==> src/rtl/ecg_mem_pkg.sv <==
// Shared feature-memory geometry and flat-address decode helpers.
package ecg_mem_pkg;

  localparam int NUM_BANKS  = 8;
  localparam int BANK_AW    = 10;
  localparam int BANK_SEL_W = $clog2(NUM_BANKS);
  localparam int ADDR_WIDTH = BANK_SEL_W + BANK_AW;
  localparam int DATA_WIDTH = 8;

  // Upper address bits select the bank.
  function automatic logic [BANK_SEL_W-1:0] bank_of(input logic [ADDR_WIDTH-1:0] addr);
    return addr[ADDR_WIDTH-1:BANK_AW];
  endfunction

  // Lower address bits are the word offset inside the bank.
  function automatic logic [BANK_AW-1:0] offset_of(input logic [ADDR_WIDTH-1:0] addr);
    return addr[BANK_AW-1:0];
  endfunction

endpackage

==> src/rtl/rr_arbiter.sv <==
// Round-robin arbiter: one-hot grant to the first requester at or after the
// pointer; pointer moves just past the winner whenever a grant is issued.
module rr_arbiter #(
  parameter int NUM_REQ = 4
) (
  input  logic               clk,
  input  logic               rst_n,
  input  logic               en,
  input  logic [NUM_REQ-1:0] req,
  output logic [NUM_REQ-1:0] gnt
);

  localparam int PTR_W = $clog2(NUM_REQ);

  logic [PTR_W-1:0] ptr;
  logic [PTR_W-1:0] winner;
  logic [PTR_W-1:0] idx;
  logic             found;

  // Search from the pointer, wrapping naturally since NUM_REQ is a power of 2.
  always_comb begin
    gnt    = '0;
    winner = ptr;
    idx    = ptr;
    found  = 1'b0;
    for (int i = 0; i < NUM_REQ; i++) begin
      idx = ptr + PTR_W'(i);
      if (!found && req[idx]) begin
        found  = 1'b1;
        winner = idx;
      end
    end
    if (en && found) gnt[winner] = 1'b1;
  end

  // Pointer advances only on an actual grant; frozen while disabled.
  always_ff @(posedge clk or negedge rst_n) begin
    if (!rst_n) ptr <= '0;
    else if (en && found) ptr <= winner + PTR_W'(1);
  end

endmodule

==> src/rtl/feature_bank_arbiter.sv <==
// Shares the feature memory banks between NUM_RD readers and one writer:
// address decode, per-bank round-robin read arbitration, registered bank
// drive, and a fixed two-cycle tagged return path for read data.
module feature_bank_arbiter
  import ecg_mem_pkg::*;
#(
  parameter int NUM_RD = 4
) (
  input  logic                            clk,
  input  logic                            rst_n,
  input  logic                            spi_start,
  input  logic [NUM_RD-1:0]               rd_req,
  input  logic [NUM_RD*ADDR_WIDTH-1:0]    rd_addr,
  output logic [NUM_RD-1:0]               rd_gnt,
  output logic [NUM_RD-1:0]               rd_vld,
  output logic [NUM_RD*DATA_WIDTH-1:0]    rd_data,
  input  logic                            wr_req,
  input  logic [ADDR_WIDTH-1:0]           wr_addr,
  input  logic [DATA_WIDTH-1:0]           wr_data,
  output logic                            wr_gnt,
  output logic [NUM_BANKS-1:0]            bank_csen,
  output logic [NUM_BANKS-1:0]            bank_rdena,
  output logic [NUM_BANKS*ADDR_WIDTH-1:0] bank_raddr,
  output logic [NUM_BANKS-1:0]            bank_wrenb,
  output logic [ADDR_WIDTH-1:0]           bank_waddr,
  output logic [DATA_WIDTH-1:0]           bank_wdata,
  input  logic [NUM_BANKS*DATA_WIDTH-1:0] bank_rdata
);

  logic                  grant_ok;
  logic [BANK_SEL_W-1:0] rd_bank  [NUM_RD];
  logic [BANK_AW-1:0]    rd_off   [NUM_RD];
  logic [NUM_RD-1:0]     bank_req [NUM_BANKS];
  logic [NUM_RD-1:0]     bank_gnt [NUM_BANKS];
  logic [BANK_AW-1:0]    bank_off [NUM_BANKS];

  logic [NUM_RD-1:0]     vld_p1;
  logic [NUM_RD-1:0]     vld_p2;
  logic [BANK_SEL_W-1:0] bank_p1  [NUM_RD];
  logic [BANK_SEL_W-1:0] bank_p2  [NUM_RD];

  // Grants are held off during preload and while reset is asserted.
  assign grant_ok = rst_n & ~spi_start;
  assign wr_gnt   = wr_req & grant_ok;

  // Decode each reader's flat address and build the per-bank request sets.
  always_comb begin
    for (int r = 0; r < NUM_RD; r++) begin
      rd_bank[r] = bank_of(rd_addr[r*ADDR_WIDTH +: ADDR_WIDTH]);
      rd_off[r]  = offset_of(rd_addr[r*ADDR_WIDTH +: ADDR_WIDTH]);
    end
    for (int b = 0; b < NUM_BANKS; b++) begin
      for (int r = 0; r < NUM_RD; r++) begin
        bank_req[b][r] = rd_req[r] && (rd_bank[r] == BANK_SEL_W'(b));
      end
    end
  end

  for (genvar b = 0; b < NUM_BANKS; b++) begin : g_arb
    rr_arbiter #(.NUM_REQ(NUM_RD)) u_arb (
      .clk   (clk),
      .rst_n (rst_n),
      .en    (grant_ok),
      .req   (bank_req[b]),
      .gnt   (bank_gnt[b])
    );
  end

  // Merge per-bank grants per reader and select each bank's winning offset.
  always_comb begin
    rd_gnt = '0;
    for (int b = 0; b < NUM_BANKS; b++) begin
      rd_gnt      = rd_gnt | bank_gnt[b];
      bank_off[b] = '0;
      for (int r = 0; r < NUM_RD; r++) begin
        if (bank_gnt[b][r]) bank_off[b] = bank_off[b] | rd_off[r];
      end
    end
  end

  // ---- stage p1: bank drive registers ----
  // Register bank controls for this cycle's grants; idle banks drop back to 0.
  always_ff @(posedge clk or negedge rst_n) begin
    if (!rst_n) begin
      bank_rdena <= '0;
      bank_raddr <= '0;
      bank_wrenb <= '0;
      bank_waddr <= '0;
      bank_wdata <= '0;
    end else begin
      for (int b = 0; b < NUM_BANKS; b++) begin
        bank_rdena[b]                          <= |bank_gnt[b];
        bank_raddr[b*ADDR_WIDTH +: ADDR_WIDTH] <= ADDR_WIDTH'(bank_off[b]);
      end
      bank_wrenb <= wr_gnt ? (NUM_BANKS'(1) << bank_of(wr_addr)) : '0;
      bank_waddr <= wr_gnt ? ADDR_WIDTH'(offset_of(wr_addr)) : '0;
      bank_wdata <= wr_gnt ? wr_data : '0;
    end
  end

  assign bank_csen = bank_rdena | bank_wrenb;

  // Tag pipeline: carries {valid, bank} alongside the memory access so the
  // returning data can be picked from the right bank two cycles after grant.
  always_ff @(posedge clk or negedge rst_n) begin
    if (!rst_n) begin
      vld_p1 <= '0;
      vld_p2 <= '0;
      for (int r = 0; r < NUM_RD; r++) begin
        bank_p1[r] <= '0;
        bank_p2[r] <= '0;
      end
    end else begin
      vld_p1 <= rd_gnt;
      vld_p2 <= vld_p1;
      for (int r = 0; r < NUM_RD; r++) begin
        bank_p1[r] <= rd_bank[r];
        bank_p2[r] <= bank_p1[r];
      end
    end
  end

  // ---- stage p2: return mux ----
  // Route the tagged bank's registered data to each reader; zero when idle.
  always_comb begin
    rd_vld  = vld_p2;
    rd_data = '0;
    for (int r = 0; r < NUM_RD; r++) begin
      if (vld_p2[r]) rd_data[r*DATA_WIDTH +: DATA_WIDTH] = bank_rdata[bank_p2[r]*DATA_WIDTH +: DATA_WIDTH];
    end
  end

endmodule

==> config.mk <==
export PLATFORM = sky130hd
export DESIGN_NAME = feature_bank_arbiter
export DESIGN_NICKNAME = d
export VERILOG_FILES = /design/src/rtl/ecg_mem_pkg.sv /design/src/rtl/rr_arbiter.sv /design/src/rtl/feature_bank_arbiter.sv
export SDC_FILE = /design/constraint.sdc
export NUM_CORES = 1
export LEC_CHECK = 0
export CAP_MARGIN = 20
export CORE_AREA = 5 5 158 175
export DETAILED_ROUTE_END_ITERATION = 7
export DIE_AREA = 0 0 163 180
export HOLD_SLACK_MARGIN = 0.15
export PLACE_DENSITY_LB_ADDON = 0.08
export SLEW_MARGIN = 10
export SYNTH_ARGS = -nofsm -noshare
export SYNTH_HDL_FRONTEND = slang
export SYNTH_SLANG_ARGS = --single-unit
==> constraint.sdc <==
create_clock -name clk -period 5.05 [get_ports clk]
set_input_delay 1.01 -clock clk [delete_from_list [all_inputs] [get_ports clk]]
set_output_delay 1.01 -clock clk [all_outputs]
set_load 0.02 [all_outputs]
==> run metrics <==
Critical Path RT 4040 ps; cells after synthesis roughly 1000; reg2reg end bank_rdena[2]; CTS buffer count 17; synth warn 0; TritonCTS sink count 162; Sequential cell area 4050 um^2; Final HPWL DP between 20000 and 30000 um; status finished, final reports clean; Hold Buf Count CTS 0; Fill cells roughly 2200; gpl congestion around 0.9; Placed Area 14300 um^2; Routed WL 39000 um; area occupied by multi-input gates 5930 um^2; EDFF count, synth 0; Initial DRT Pass Iterations 7; startpoint class of the critical path primary input; Max IR drop VDD 0.228 mV; Worst-Margin Slew around 840 ps; Avg WL per Cell 23.2 um; pwr dens about 330 nW/um^2; GRT Total Usage 26.3%; Remaining Overflow, GRT 0; Slew Viols, Final 0; Die Span X 163 um; area grow syn2layout 41.1%; fraction of registers with async set/reset 100%; post-synth cell types 65; Worst setup startpoint rd_req[3]; Final ANT Viol Nets 0; commonest non-fill, non-tap cell in the layout clkdlybuf4s50_1; slew margin rel. 44.1%; pre-CTS setup slack -310 ps; Avg Synthesized Cell Area 10.6 um^2; largest net degree at the start of global routing 65; clk root buf clkbuf_16; PortBufs 307; TritonCTS clock tree built; Starting DRT DRC Count 1025; placed cell count 1648; min cycle time layout approximately 4900 ps; commonest non-fill, non-tap cells in the layout clkdlybuf4s50_1 (295), dfrtp_1 (162), a22oi_1 (133), buf_4 (105), a21oi_1 (71); die area ~30000 um^2; vias post-DR approximately 10000; Clk Latency, worst-skew pair 430 ps; first-pass GRT wire length 60200 um; Starting Density around two fifths; Post-Layout Cell Count 1685; RSZ-0062 raised after global routing false; Final #Nets around 1500; fin crit share 97.2%; Clock Path Buffers 2; Clock Skew ~12 ps; row cnt 62; vias per std cell 5.85; reg-to-reg slack, setup about 2800 ps; Final Setup Violations 0; CP Max Fanout 7; R2R Path Start g_arb[2].u_arb.ptr[1]; Final Power 5.02 mW; WS Path Type primary input to primary output; Antenna diodes 0; Leakage 6.41 nW; worst path arrival time 3900 ps; CP endpoint rd_gnt[0]; register area share after synthesis 38.1%; Setup crit end kind primary output; endpoints failing hold 0; Top-Level Pins 335; FF-to-FF path depth 8; Synth Cell Area 10600 um^2; DR DRC count 0; H-tree depth reported by CTS 4; initial antenna violation count 0; FMAX 204 MHz; ys flop type dfrtp_1; vias in the first global route 9944; Synth Register Bits 162; design area about 15000 um^2; Max Cap Viol 0; post-route setup slack 139 ps; fraction of layout cells with a size suffix above 1 18.4%; core area 25800 um^2; clk slew on worst S/H paths 60 ps; DIE HEIGHT 180 um; worst min path class flip-flop to flip-flop
==> cell type report <==
class / instances / share of cell area, %
clock buffers: 18 / 2.86
clock inverters: 14 / 0.918
inverters: 20 / 0.501
multi-input cells: 703 / 39.5
flip-flops and latches: 162 / 27.0
well taps: 352 / 2.94
repair buffers: 416 / 26.2
==> cells in the mapped netlist, types with 5 or more instances <==
library cell | instances | area [um^2]
mux2_2 | 7 | 78.8
nor3_1 | 6 | 30.0
o211ai_1 | 8 | 60.1
inv_1 | 20 | 75.1
a21oi_1 | 72 | 360
nand2b_1 | 6 | 37.5
o21ai_0 | 16 | 80.1
buf_2 | 19 | 95.1
a22oi_1 | 133 | 998
nor2_1 | 42 | 158
buf_1 | 29 | 109
or2_2 | 9 | 56.3
buf_4 | 29 | 218
nor2b_1 | 33 | 206
nand4b_1 | 11 | 96.3
clkbuf_1 | 56 | 210
o21a_1 | 7 | 52.6
nand3_1 | 19 | 95.1
nand4_1 | 5 | 31.3
mux2i_1 | 62 | 621
clkbuf_2 | 7 | 35.0
o221ai_1 | 10 | 87.6
nor3b_1 | 5 | 37.5
dfrtp_1 | 162 | 4050
and3_1 | 21 | 131
o22ai_1 | 18 | 113
ha_1 | 24 | 300
nand2_1 | 36 | 135
mux4_2 | 64 | 1440
==> flip-flops by register name (all words and copies together) (netlist names) <==
signal / cells
bank_raddr: 80
g_arb.u_arb.ptr: 16
bank_p1: 12
bank_p2: 12
bank_waddr: 10
bank_rdena: 8
bank_wdata: 8
bank_wrenb: 8
rd_vld: 4
vld_p1: 4
==> worst max-delay path, cell delays in order <==
cell and delay, ps:
clkdlybuf4s50_1 540, buf_4 220, nor4bb_1 120, buf_4 140
or4_1 560, o21ai_0 170, ha_1 230, a22oi_1 70
a31o_2 270, o221ai_1 120, clkdlybuf4s15_1 420
==> stage by stage <==
step                util [%]  hold WS [ps]  TNS (ps)
floorplan                  -           331         0
global placement        55.6           332      -745
detailed placement      55.6           335      -889
CTS                     57.8           349         0
global route            58.2           352         0
finish                  58.2           348         0
==> routing by layer <==
metal	vias to the layer above	track usage [%]	part of all wire, %
li1	4396	-	-
met1	4851	35.6	41
met2	551	43.4	49
met3	65	4.54	7.9
met4	0	8.05	2.7
met5	-	0	0
==> logic make-up after synthesis <==
group / share of synthesized area (%)
AOI/OAI and AO/OA: 18.9
and+or+nand+nor: 12.6
buffers and inverters: 7.30
DFF: 38.1
muxes: 20.1
adders and majority gates: 2.82
other: 0.0353
xor gates and xnor gates: 0.0824
==> what timing repair did <==
| item | CTS | global route |
|---|---|---|
| setup endpoints to repair | 4 | 4 |
| resized for setup | 7 | 16 |
| pin swaps | 0 | 1 |
| buffers inserted | 0 | 1 |
==> worst min path at each step <==
stage	end	slack [ps]	cells past startpoint	start
global placement	bank_p2[8]	330	0	bank_p1[8]
CTS	bank_p2[0]	350	0	bank_p1[0]
finish	rd_vld[0]	350	0	vld_p1[0]
floorplan	bank_p2[0]	330	0	bank_p1[0]
global route	bank_p2[5]	350	0	bank_p1[5]
detailed placement	bank_p2[0]	330	0	bank_p1[0]
==> power by group <==
part           leakage (nW)  internal [mW]  switching [mW]
logic                  3.98           1.02            1.17
registers              2.16           1.41           0.164
clock network         0.269          0.653           0.597
No activity file was read; power rests on OpenSTA's default activity.
